`src/rtl/axi_addr_arbiter.sv`:
```
// axi_addr_arbiter: per-slave round-robin arbiter for the crossbar AR/AW
// address channels. Picks one master's FIFO head, pops that FIFO, and holds
// the captured packet on a registered VALID/READY handshake toward the slave.
//
// Build option: define ARB_LOCK_EN to keep the grant after the address
// handshake until DONE_i (burst complete), so W data / responses can be
// steered by GRANT_o. Without it the grant drops right after the handshake.

// Per-master lane: priority rank relative to the last winner, and the FIFO
// head gated by this lane's win bit so the top can OR-reduce the winner.
module axi_addr_arb_lane #(
  parameter int M_CNT  = 3,
  parameter int DATA_W = 49,
  parameter int IDX    = 0,
  parameter int LW     = 2
) (
  input  logic [LW-1:0]     last,
  input  logic              win,
  input  logic [DATA_W-1:0] data,
  output logic [LW-1:0]     rank,
  output logic [DATA_W-1:0] data_gated
);

  int r;

  // rank 0 = next in line after the last winner, wrapping modulo M_CNT
  always_comb begin
    r = IDX - int'(last) - 1;
    if (r < 0) r = r + M_CNT;
    rank = LW'(r);
  end

  assign data_gated = data & {DATA_W{win}};

endmodule

module axi_addr_arbiter #(
  parameter int M_CNT  = 3,
  parameter int DATA_W = 49
) (
  input  logic                    AXI_CLK_i,
  input  logic                    AXI_RST_i,
  input  logic [M_CNT-1:0]        REQ_i,
  input  logic [M_CNT*DATA_W-1:0] REQ_DATA_i,
  output logic [M_CNT-1:0]        POP_o,
  output logic                    ADDR_VALID_o,
  output logic [DATA_W-1:0]       ADDR_DATA_o,
  input  logic                    ADDR_READY_i,
  input  logic                    DONE_i,
  output logic [M_CNT-1:0]        GRANT_o,
  output logic                    BUSY_o
);

  localparam int LW = $clog2(M_CNT);

`ifdef ARB_LOCK_EN
  typedef enum logic [1:0] {IDLE = 2'd0, ISSUE = 2'd1, LOCK = 2'd2} state_t;
`else
  typedef enum logic [1:0] {IDLE = 2'd0, ISSUE = 2'd1} state_t;
  // DONE_i only matters when the lock is compiled in
  logic unused_done;
  assign unused_done = DONE_i;
`endif

  state_t state_q, state_d;

  logic [LW-1:0]                   last_q;
  logic [DATA_W-1:0]               data_q;
  logic [M_CNT-1:0]                grant_q;
  logic [M_CNT-1:0][LW-1:0]        rank;
  logic [M_CNT-1:0][DATA_W-1:0]    gated;
  logic [M_CNT-1:0]                win;
  logic [LW-1:0]                   win_idx;
  logic [DATA_W-1:0]               win_data;
  logic                            found;
  logic [M_CNT-1:0]                pop;
  logic                            load;
  logic                            clr_grant;

  generate
    for (genvar m = 0; m < M_CNT; m++) begin : g_lane
      axi_addr_arb_lane #(
        .M_CNT (M_CNT),
        .DATA_W(DATA_W),
        .IDX   (m),
        .LW    (LW)
      ) u_lane (
        .last      (last_q),
        .win       (win[m]),
        .data      (REQ_DATA_i[m*DATA_W +: DATA_W]),
        .rank      (rank[m]),
        .data_gated(gated[m])
      );
    end
  endgenerate

  // winner = requesting lane with the lowest rank (ranks are unique)
  always_comb begin
    win     = '0;
    win_idx = '0;
    found   = 1'b0;
    for (int r = 0; r < M_CNT; r++) begin
      for (int m = 0; m < M_CNT; m++) begin
        if (!found && REQ_i[m] && rank[m] == LW'(r)) begin
          win[m]  = 1'b1;
          win_idx = LW'(m);
          found   = 1'b1;
        end
      end
    end
  end

  // at most one lane is gated through, so an OR acts as the mux
  always_comb begin
    win_data = '0;
    for (int m = 0; m < M_CNT; m++) win_data = win_data | gated[m];
  end

  // FSM state register
  always_ff @(posedge AXI_CLK_i or negedge AXI_RST_i) begin
    if (!AXI_RST_i) state_q <= IDLE;
    else            state_q <= state_d;
  end

  // next state, pop strobe and datapath controls
  always_comb begin
    state_d   = state_q;
    pop       = '0;
    load      = 1'b0;
    clr_grant = 1'b0;
    case (state_q)
      IDLE: begin
        if (|REQ_i) begin
          pop     = win;
          load    = 1'b1;
          state_d = ISSUE;
        end
      end
      ISSUE: begin
        if (ADDR_READY_i) begin
`ifdef ARB_LOCK_EN
          // burst may already be done on the handshake cycle
          if (DONE_i) begin
            state_d   = IDLE;
            clr_grant = 1'b1;
          end else begin
            state_d = LOCK;
          end
`else
          state_d   = IDLE;
          clr_grant = 1'b1;
`endif
        end
      end
`ifdef ARB_LOCK_EN
      LOCK: begin
        if (DONE_i) begin
          state_d   = IDLE;
          clr_grant = 1'b1;
        end
      end
`endif
      default: begin
        state_d   = IDLE;
        clr_grant = 1'b1;
      end
    endcase
  end

  // captured packet, owner and round-robin pointer
  always_ff @(posedge AXI_CLK_i or negedge AXI_RST_i) begin
    if (!AXI_RST_i) begin
      data_q  <= '0;
      grant_q <= '0;
      last_q  <= LW'(M_CNT - 1);
    end else if (load) begin
      data_q  <= win_data;
      grant_q <= win;
      last_q  <= win_idx;
    end else if (clr_grant) begin
      grant_q <= '0;
    end
  end

  // never pop a FIFO while reset is held
  assign POP_o        = pop & {M_CNT{AXI_RST_i}};
  assign ADDR_VALID_o = (state_q == ISSUE);
  assign ADDR_DATA_o  = data_q;
  assign GRANT_o      = grant_q;
  assign BUSY_o       = (state_q != IDLE);

endmodule

```
`config.mk`:
```
export PLATFORM = sky130hd
export DESIGN_NAME = axi_addr_arbiter
export DESIGN_NICKNAME = d
export VERILOG_FILES = /design/src/rtl/axi_addr_arbiter.sv
export SDC_FILE = /design/constraint.sdc
export NUM_CORES = 1
export LEC_CHECK = 0
export ABC_AREA = 1
export BUFFER_PORTS_ARGS = -buffer_cell sky130_fd_sc_hd__buf_2
export CAP_MARGIN = 10
export CORE_MARGIN = 10
export CORE_UTILIZATION = 48
export DETAILED_ROUTE_END_ITERATION = 16
export GPL_ROUTABILITY_DRIVEN = 0
export GPL_TIMING_DRIVEN = 0
export HOLD_SLACK_MARGIN = 0.03
export PLACE_DENSITY = 0.86
export SLEW_MARGIN = 30
export SYNTH_ARGS = -nofsm -noshare
export SYNTH_HDL_FRONTEND = slang
export SYNTH_HIERARCHICAL = 1
export SYNTH_SLANG_ARGS = --single-unit
```
`constraint.sdc`:
```
create_clock -name AXI_CLK_i -period 6.4 [get_ports AXI_CLK_i]
set_input_delay 0.64 -clock AXI_CLK_i [delete_from_list [all_inputs] [get_ports AXI_CLK_i]]
set_output_delay 0.64 -clock AXI_CLK_i [all_outputs]
set_load 0.01 [all_outputs]
```
# Yosys cells after proc, flatten, opt, wreduce, memory -nomap -nowiden
# Index checks and enable logic that the tools add are counted.
# W data, S select, Z words.
[classes] add_sub_neg=9 n_lt_le_gt_ge=3 eq_ne=9 mux=38 n_bitwise=6 reduce_logical=33
[op_table] operator="$and A49 B49 Y49" n=3
[op_table] operator="$or A49 B49 Y49" n=2
[op_table] operator="$lt A32 B1 Y1 const B" n=3
[op_table] operator="$mux W2" n=12
[op_table] operator="$mux W1" n=20
[op_table] operator="$logic_and A1 B1 Y1" n=17
[op_table] operator="$mux W3" n=4
[op_table] operator="$sub A3 B2 Y4 const B" n=3
[op_table] operator="$eq A2 B1 Y1 const B" n=4
[op_table] operator="$logic_not A1 Y1" n=8
[op_table] operator="$logic_not A2 Y1" n=4
[op_table] operator="$add A2 B1 Y2 const B" n=3
[op_table] operator="$eq A2 B2 Y1 const B" n=3
[op_table] operator="$sub A1 B2 Y3 const A" n=2
[op_table] operator="$pmux W2 S2" n=1
[op_table] operator="$reduce_bool A2 Y1" n=2
[op_table] operator="$and A3 B3 Y3" n=1
[op_table] operator="$reduce_or A3 Y1" n=1
[op_table] operator="$sub A2 B2 Y3 const A" n=1
[op_table] operator="$ne A2 B1 Y1 const B" n=1
[op_table] operator="$ne A2 B2 Y1 const B" n=1
[op_table] operator="$pmux W1 S2" n=1
[op_table] operator="$reduce_and A2 Y1" n=1
[word_totals] ff_bits=56 input_bits=154 out_inout_bits=57 elab_cells=102

# Longest topological paths before layout
# Gate-level depths: netlist of run 1.
[logic_depth] ltp_word=42 ltp_mapped=17 mapped_depth_nobuf=15

# Modules after synthesis
# The synthesis of run 1 kept the hierarchy.
[by_module_without_submodules] mod="axi_addr_arbiter" n_inst=1 cells_per_inst=276 area_each_um2=2463.6
[by_module_without_submodules] mod="axi_addr_arb_lane (g_lane[0].u_lane)" n_inst=1 cells_per_inst=108 area_each_um2=425.4
[by_module_without_submodules] mod="axi_addr_arb_lane (g_lane[2].u_lane)" n_inst=1 cells_per_inst=105 area_each_um2=414.1
[by_module_without_submodules] mod="axi_addr_arb_lane (g_lane[1].u_lane)" n_inst=1 cells_per_inst=107 area_each_um2=412.9

# Worst setup path after synthesis of run 1
# OpenSTA, ideal clock, no wires.
[synth_timing] kind="register to output" from="register last_q[1]" to="output POP_o[1]" arrival_time_ns=1.708 t_required_ns=5.760 setup_slack_ns=4.052 stages_incl_launch_ff=12 n_path_buf=0 path_cell_list="dfstp_2 -> inv_1 -> ha_1 -> inv_1 -> inv_1 -> nand2_1 -> nand4_1 -> nor2_2 -> nand4_1 -> nand2_1 -> nand2_1 -> nor2_1"
[synth_lines] element="start: declaration" line_no="67" rtl="logic [LW-1:0] last_q;"
[synth_lines] element="start signal: assignment" line_no="175" rtl="last_q <= LW'(M_CNT - 1);"
[synth_lines] element="start signal: assignment" line_no="179" rtl="last_q <= win_idx;"
[synth_lines] element="end: declaration" line_no="45" rtl="output logic [M_CNT-1:0] POP_o,"

==> flow_summary.json, run 1 <==
{
  "ant_nets": 0,
  "final_cell_mix": "buf_2, nand2_1, inv_1",
  "finalHoldViolCount": 0,
  "slowest_stage": "dfstp_2",
  "place_hpwl_um": 10300,
  "register_area_mm2": 0.00138,
  "fin_worst_skew_ns": 0.00936,
  "ys_warn_count": 6,
  "core_area_mm2": 0.00765,
  "die_y_um": 108,
  "utilization": 0.651,
  "synthesis.instances": 596,
  "drc": 0,
  "drive_above_1_share": 0.308,
  "slew_viol_final": 0,
  "start_util": 0.486,
  "fin_setup_tns_ns": 0,
  "ioPinCount": 211,
  "syn2layout_area_growth_pct": 33.9,
  "chipWidth_um": 108,
  "status": "finished, final reports clean",
  "via_count": 4242,
  "row_count": 32,
  "clk_pin_slew_worst_paths_ns": 0.10,
  "critPathMaxFanout": 5,
  "antenna_found_initial": 0,
  "cts_root_buf": "clkbuf_8",
  "avgSynthCellArea_um2": 6.24,
  "grt_pass1_vias": 4393,
  "power.leakage_nw": 3.71,
  "synth_cell_types": 22,
  "drt-total-wl_um": 12700,
  "crit_start": "last_q[1]",
  "grt-ovfl-total": 0,
  "ir_worst_vdd_uv": 217,
  "cp_cell_sequence": "inv_1 > ha_1 > inv_1 > inv_1 > nand2_1 > nand4_1 > nor2_2 > nand4_1 > nand2_1 > nand2_1 > nor2_1 > buf_2",
  "fin_nets": 968,
  "cts_max_level": 2,
  "max_freq_mhz": 330,
  "end_kind": "primary output",
  "cts_setup_buffers": 0,
  "final_common_cell": "buf_2",
  "synth.ff_latch_count": 55,
  "ys_seq_area_frac": 0.371,
  "cp_slowest_stage_delay_ns": 0.59,
  "whs_ns": 0.375,
  "gr-usage-all-layers": 0.207,
  "worst_ep_arrival_time_ns": 2.39,
  "criticalPathCategory": "reg -> out",
  "multiInputGateArea_mm2": 0.00150,
  "postCtsHoldBufs": 0,
  "max_cap_violations": 0,
  "worst_skew_pair.late_latency_ns": 0.30,
  "wl_per_cell_um": 13.9,
  "syn_area_mm2": 0.00372,
  "clockBufferDepth": 2,
  "crit_required_ns": 5.76,
  "power_density_mw_per_mm2": 435,
  "finalSetupViolations": 0,
  "first_pass_iters": 5,
  "cts_tree": "built",
  "grt_setup_unrepaired": "false",
  "cts.sinks": 55,
  "post-route-period-util": 0.474,
  "synth_nets": 752,
  "period_minus_slack_ns": 3.03,
  "first_iter_violations": 161,
  "grt_max_degree": 57,
  "hp-class": "in -> async",
  "worstReg2RegStart": "last_q[1]",
  "nFillCells": 723,
  "worst_setup_path_start_kind": "flip-flop",
  "viasPerCell": 4.63,
  "slew_headroom": 0.527,
  "die_area_mm2": 0.0117,
  "cts_resized": 0,
  "io_buffers": 209,
  "worstMarginPinSlew_ns": 0.710,
  "cts_buffers": 5,
  "grt_pass1_wl_um": 20000
}
## sequential cells by signal (all words and copies together) (netlist names)
name and count:
state_q 1, last_q 2, ADDR_DATA_o 49, GRANT_o 3
## routing by layer
layer	wire length (um)	global-route usage	vias to the layer above
met5	0	0	-
met4	299	0.0735	0
met3	852	0.0446	27
met2	6730	0.384	153
met1	4820	0.226	1903
li1	-	-	2159
## worst max-delay path, delay by kind of cell (launching register included)
family,cells,cell delay [ns]
simple gates,7,0.88
fa+ha+maj,1,0.27
flops,1,0.59
buf+inv,4,0.35
## power breakdown
part | internal, mW | switching [mW]
clock | 0.0772 | 0.107
combinational | 0.528 | 0.872
sequential | 0.497 | 0.0814
total | 1.10 | 1.06
## synth_stat cells
cell type	number	area share
a21boi_1	1	0.0020
a21oi_1	1	0.0013
a31oi_1	1	0.0017
buf_2	10	0.013
buf_4	11	0.022
buf_6	6	0.018
clkbuf_1	1	0.0010
dfrtp_1	54	0.36
dfstp_2	1	0.0071
ha_1	2	0.0067
inv_1	168	0.17
nand2_1	214	0.22
nand2_2	3	0.0051
nand3_1	6	0.0081
nand4_1	5	0.0084
nor2_1	9	0.0091
nor2_2	1	0.0017
nor3_1	49	0.066
nor3_2	2	0.0054
o21ai_0	2	0.0027
o21ai_1	48	0.065
o31ai_4	1	0.0057
## area by class of cell
| class | instances | area share |
|---|---|---|
| flip-flops and latches | 55 | 0.277 |
| clock inverters | 1 | 0.00101 |
| diodes | 1 | 0.000503 |
| well taps | 102 | 0.0256 |
| inverters | 168 | 0.127 |
| clock buffers | 7 | 0.0153 |
| plain buffers | 28 | 0.0410 |
| multi-input cells | 345 | 0.302 |
| repair buffers | 209 | 0.211 |
## logic make-up (layout without fill, tap and decap cells)
family,Yosys count,count (layout),synth area share
DFF,55,55,0.371
other,0,1,0
adders and majority gates,2,2,0.00673
AOI/OAI and AO/OA,54,54,0.0781
buffers and inverters,196,413,0.225
and+or+nand+nor,289,289,0.320
## stage by stage
step	cell area (um^2)	power [mW]	std cells	worst slack, ns
floorplan	3720	1.51	596	4.05
global placement	4890	1.92	907	3.70
detailed placement	4890	2.00	907	3.73
CTS	4970	2.19	915	3.35
global route	4970	2.39	915	3.08
finish	4980	2.16	916	3.37
## path summary, 6_finish.rpt
kind	to	slack [ns]	cells past startpoint
min in group AXI_CLK_i	ADDR_DATA_o[5]	0.49	2
max in group asynchronous	ADDR_DATA_o[37]	5.55	1
setup reg to reg	ADDR_DATA_o[32]	3.78	15
hold / removal	ADDR_DATA_o[7]	0.38	1
hold reg to reg	ADDR_DATA_o[5]	0.49	2
setup / recovery	POP_o[1]	3.37	12
(Power assumes the default switching activity.)
==> run 2, diff against run 1 <==
--- a/config.mk
+++ b/config.mk
@@ -9,12 +9,12 @@
 export BUFFER_PORTS_ARGS = -buffer_cell sky130_fd_sc_hd__buf_2
 export CAP_MARGIN = 10
 export CORE_MARGIN = 10
-export CORE_UTILIZATION = 48
+export CORE_UTILIZATION = 41
 export DETAILED_ROUTE_END_ITERATION = 16
 export GPL_ROUTABILITY_DRIVEN = 0
 export GPL_TIMING_DRIVEN = 0
 export HOLD_SLACK_MARGIN = 0.03
-export PLACE_DENSITY = 0.86
+export PLACE_DENSITY = 0.78
 export SLEW_MARGIN = 30
 export SYNTH_ARGS = -nofsm -noshare
 export SYNTH_HDL_FRONTEND = slang
==> constraint.sdc (replaced) <==
create_clock -name AXI_CLK_i -period 2.6 [get_ports AXI_CLK_i]
set_input_delay 0.26 -clock AXI_CLK_i [delete_from_list [all_inputs] [get_ports AXI_CLK_i]]
set_output_delay 0.26 -clock AXI_CLK_i [all_outputs]
set_load 0.01 [all_outputs]
==> flow_summary.json, run 2 (synthesis results as in run 1) <==
{
  "multiInputGateArea_mm2": 0.00161,
  "slew_headroom": 0.523,
  "fin_worst_skew_ns": 0.00606,
  "via_count": 4090,
  "drive_above_1_share": 0.339,
  "finalHoldViolCount": 0,
  "p_comb_frac": 0.661,
  "final_common_cell": "buf_2",
  "regToRegEndpoint": "ADDR_DATA_o[32]",
  "busiest_layer": "met2",
  "syn2layout_area_growth_pct": 38.3,
  "worstReg2RegStart": "last_q[1]",
  "place_hpwl_um": 9850,
  "period_minus_slack_ns": 2.51,
  "critPathMaxFanout": 10,
  "ant_nets": 0,
  "cts_buffers": 5,
  "grt_pass1_vias": 4031,
  "met1_usage": 0.210,
  "r2r_cells": 15,
  "clk_pin_slew_worst_paths_ns": 0.09,
  "ioPinCount": 211,
  "cts_tree": "built",
  "whs_ns": 0.00795,
  "cts_max_level": 2,
  "grt-ovfl-total": 0,
  "worst_setup_path_start_kind": "flip-flop",
  "first_iter_violations": 196,
  "register_area_mm2": 0.00138,
  "use_met2": 0.314,
  "criticalPathCategory": "reg -> reg",
  "worst_ep_arrival_time_ns": 2.69,
  "worstMarginPinSlew_ns": 0.715,
  "row_count": 34,
  "drt-total-wl_um": 12500,
  "swShare": 0.484,
  "gr-usage-all-layers": 0.177,
  "grt_pass1_wl_um": 19500,
  "io_buffers": 209,
  "power_frac_clock": 0.080,
  "clockBufferDepth": 2,
  "wl_per_cell_um": 13.5,
  "hp-class": "in -> async",
  "p_seq_frac": 0.259,
  "status": "finished, final reports clean",
  "postCtsHoldBufs": 0,
  "end_kind": "flip-flop",
  "finalSetupViolations": 0,
  "die_y_um": 115,
  "cts_root_buf": "clkbuf_8",
  "start_util": 0.424,
  "fin_nets": 974,
  "antenna_found_initial": 0,
  "gr-usage-met3": 0.0526,
  "diodes": 0,
  "largest_register_ff_count": 49,
  "grt_setup_unrepaired": "true",
  "viasPerCell": 4.42,
  "max_cap_violations": 0,
  "nFillCells": 929,
  "r2r_setup_slack_ns": 0.09,
  "first_pass_iters": 4,
  "core_area_mm2": 0.00876,
  "cts.sinks": 55,
  "max_freq_mhz": 398,
  "die_area_mm2": 0.0133,
  "crit_required_ns": 2.77,
  "power_density_mw_per_mm2": 1070,
  "chipWidth_um": 115,
  "ir_worst_vdd_uv": 456,
  "grt_max_degree": 57,
  "drc": 0,
  "fin_setup_tns_ns": 0,
  "p_sw_mw": 2.65,
  "p_int_mw": 2.83,
  "slew_viol_final": 0,
  "post-route-period-util": 0.967,
  "power.leakage_nw": 3.76,
  "worst_skew_pair.late_latency_ns": 0.30,
  "final_cell_mix": "buf_2, nand2_1, inv_1"
}
run 2: cell types whose count changed in the layout (fill, tap and decap cells not counted), moves of 2 or more:
cell	delta
buf_2	-2
buf_4	+6
buf_6	+2
ha_1	-2
inv_1	-3
inv_2	+3
nand2_1	-3
nand2_4	+2
nand3_1	-2
nor2_1	-3
nor2_2	+2
nor3_1	-8
nor3_2	+8
run 2: worst max path at each step:
stage,start,to,cells past startpoint
after floorplan,last_q[1],ADDR_DATA_o[32],15
after global placement,last_q[1],ADDR_DATA_o[32],15
after detailed placement,last_q[1],ADDR_DATA_o[32],15
after CTS,last_q[1],POP_o[0],12
after global routing,last_q[1],ADDR_DATA_o[32],15
final,last_q[1],ADDR_DATA_o[32],15
run 2: layout make-up:
cell class	count	area share
inverter	168	0.123
multi-input combinational	345	0.314
tap	108	0.0263
timing repair buffer	216	0.215
sequential	55	0.268
buffer	27	0.0394
clock buffer	6	0.0141
run 2: metrics by stage:
step | utilization | setup slack (ns) | cell area (um^2) | cells | total power [mW]
2_1_floorplan | - | 0.402 | 3720 | 596 | 3.72
5_1_grt | 0.586 | -0.0523 | 5140 | 925 | 6.09
4_1_cts | 0.568 | 0.00233 | 4970 | 919 | 5.33
6_report | 0.586 | 0.0868 | 5140 | 925 | 5.48
3_5_place_dp | 0.559 | 0.0128 | 4900 | 913 | 4.88
3_3_place_gp | 0.559 | 0.0490 | 4900 | 913 | 4.81
run 2: timing repair:
item / 4_1_cts / 5_1_grt
resized for setup: 1 / 27
pin swaps: 0 / 8
setup buffers: 0 / 7
endpoints found under the setup margin: 2 / 33
run 2: critical path, stage by stage, from the launching register on:
cell,delay (ns)
dfstp_2,0.56
inv_1,0.07
ha_4,0.26
inv_2,0.04
nor2_2,0.14
nand2_2,0.08
nand2_1,0.08
nor2_2,0.05
a31oi_2,0.19
nand2_2,0.14
buf_6,0.18
buf_4,0.17
nand2_1,0.07
inv_1,0.05
nor3_2,0.17
o21ai_0,0.13
run 2: layer usage:
| metal | part of all wire | wire [um] |
|---|---|---|
| met2 | 0.51 | 6340 |
| met4 | 0.0046 | 57 |
| met3 | 0.077 | 956 |
| met1 | 0.41 | 5100 |
| met5 | 0 | 0 |
run 2: power groups by stage:
stage / clock network, mW / logic (mW) / registers, mW
final: 0.437 / 3.62 / 1.42
after global routing: 0.492 / 4.14 / 1.46
after CTS: 0.452 / 3.46 / 1.42
after detailed placement: 0 / 3.45 / 1.43
after global placement: 0 / 3.39 / 1.42
after floorplan: 0 / 2.13 / 1.59
==> run 3, diff against run 2 <==
--- a/config.mk
+++ b/config.mk
@@ -9,12 +9,12 @@
 export BUFFER_PORTS_ARGS = -buffer_cell sky130_fd_sc_hd__buf_2
 export CAP_MARGIN = 10
 export CORE_MARGIN = 10
-export CORE_UTILIZATION = 41
+export CORE_UTILIZATION = 45
 export DETAILED_ROUTE_END_ITERATION = 16
 export GPL_ROUTABILITY_DRIVEN = 0
 export GPL_TIMING_DRIVEN = 0
 export HOLD_SLACK_MARGIN = 0.03
-export PLACE_DENSITY = 0.78
+export PLACE_DENSITY = 0.82
 export SLEW_MARGIN = 30
 export SYNTH_ARGS = -nofsm -noshare
 export SYNTH_HDL_FRONTEND = slang
==> constraint.sdc (replaced) <==
create_clock -name AXI_CLK_i -period 2.55 [get_ports AXI_CLK_i]
set_input_delay 0.255 -clock AXI_CLK_i [delete_from_list [all_inputs] [get_ports AXI_CLK_i]]
set_output_delay 0.255 -clock AXI_CLK_i [all_outputs]
set_load 0.01 [all_outputs]
==> flow_summary.json, run 3 (synthesis results as in run 1) <==
{
  "io_buffers": 209,
  "grt_pass1_vias": 4008,
  "dp_cells": 910,
  "r2r_setup_slack_ns": 0.09,
  "final_common_cell": "buf_2",
  "row_count": 33,
  "end_kind": "primary output",
  "power.leakage_nw": 3.80,
  "largest_register_ff_count": 49,
  "gr-usage-all-layers": 0.190,
  "whs_ns": 0.146,
  "fin_worst_skew_ns": 0.00409,
  "grt_setup_unrepaired": "true",
  "power_density_mw_per_mm2": 1120,
  "regToRegEndpoint": "ADDR_DATA_o[5]",
  "cts_buffers": 5,
  "stdcell_area_mm2": 0.00523,
  "slew_viol_final": 0,
  "syn2layout_area_growth_pct": 40.6,
  "diodes": 0,
  "final.setup.worst_slack_ns": 0.0758,
  "critPathCapture": "POP_o[2]",
  "worst_skew_pair.late_latency_ns": 0.30,
  "pre_cts_slack_ns": -0.000832,
  "period_minus_slack_ns": 2.47,
  "max_cap_violations": 0,
  "total_power_mw": 5.85,
  "die_y_um": 111,
  "drt-total-wl_um": 12300,
  "worstMarginPinSlew_ns": 0.710,
  "r2r_cells": 15,
  "crit_required_ns": 2.30,
  "worst_setup_path_start_kind": "flip-flop",
  "finalSetupViolations": 0,
  "wl_per_cell_um": 13.3,
  "final_cells": 927,
  "first_iter_violations": 290,
  "fin_nets": 977,
  "crit_start": "last_q[1]",
  "grt_max_degree": 57,
  "slew_headroom": 0.527,
  "via_count": 4157,
  "ioPinCount": 211,
  "ant_nets": 0,
  "hp-class": "in -> reg",
  "finalHoldViolCount": 0,
  "cts_max_level": 2,
  "antenna_found_initial": 0,
  "utilization": 0.643,
  "die_area_mm2": 0.0123,
  "drc": 0,
  "placed_cell_area_mm2": 0.00490,
  "max_freq_mhz": 404,
  "clk_pin_slew_worst_paths_ns": 0.09,
  "worstReg2RegStart": "last_q[1]",
  "cts_root_buf": "clkbuf_8",
  "critPathMaxFanout": 5,
  "criticalPathCategory": "reg -> out",
  "grt-ovfl-total": 0,
  "place_hpwl_um": 9650,
  "core_area_mm2": 0.00813,
  "start_util": 0.457,
  "fin_setup_tns_ns": 0,
  "grt_pass1_wl_um": 19800,
  "worst_ep_arrival_time_ns": 2.22,
  "cts_tree": "built",
  "cts.sinks": 55,
  "viasPerCell": 4.48,
  "drive_above_1_share": 0.347,
  "final_cell_mix": "buf_2, nand2_1, inv_1",
  "chipWidth_um": 111,
  "ir_worst_vdd_uv": 554,
  "status": "finished, final reports clean",
  "first_pass_iters": 4,
  "post-route-period-util": 0.970,
  "clockBufferDepth": 2
}
## run 3: changes by cell type in the layout (fill, tap and decap cells not counted), sizes merged
cell         previous run  this run
buf                   242       243
bufinv                  0         2
clkbuf                  7         8
dlygate4sd3             0         1
## run 3: cell type report
type,count,area [um^2]
Buffer,28,213
Clock buffer,6,72.6
Clock inverter,2,60.1
Fill cell,789,2910
Inverter,168,633
Multi-Input combinational cell,345,1620
Sequential cell,55,1380
Tap cell,105,131
Timing Repair Buffer,218,1120
## run 3: worst min path at each step
stage,startpoint,end,slack [ns],cells after the start
global route,ADDR_READY_i,state_q[0],0.15,2
floorplan,AXI_RST_i,ADDR_DATA_o[0],-0.04,0
CTS,ADDR_READY_i,state_q[0],0.14,2
global placement,ADDR_READY_i,state_q[0],0.45,2
detailed placement,AXI_RST_i,ADDR_DATA_o[6],0.36,1
finish,ADDR_READY_i,state_q[0],0.15,2
## run 3: timing repair
action                     4_1_cts  5_1_grt
hold buffers                     1        0
buffers inserted                 0        8
hold endpoints to repair        33        0
setup endpoints to repair        7       43
gates cloned                     0        0
pin swaps                        0       10
gates resized for setup          3       31
## run 3: worst max-delay path: stages, from the launching register on
cell and delay, ns:
dfstp_2 0.57, inv_2 0.05, ha_4 0.21, inv_4 0.06, nor2_2 0.04, nand2_2 0.09, nand4_1 0.11, nor2_2 0.18
nand4_1 0.13, nand2_2 0.16, nand2_4 0.07, nor2_1 0.10, buf_2 0.14
## run 3: report_power, final
group	switching, mW	internal, mW	leakage, nW
combinational	2.25	1.49	3.04
clock	0.278	0.393	0.0654
sequential	0.192	1.25	0.698
total	2.72	3.13	3.80
## run 3: routing by layer
| metal | wire length, um | vias to the layer above | track usage |
|---|---|---|---|
| met5 | 0 | - | 0 |
| li1 | - | 2175 | - |
| met3 | 890 | 17 | 0.0433 |
| met4 | 221 | 0 | 0.0503 |
| met2 | 6280 | 141 | 0.339 |
| met1 | 4910 | 1824 | 0.222 |
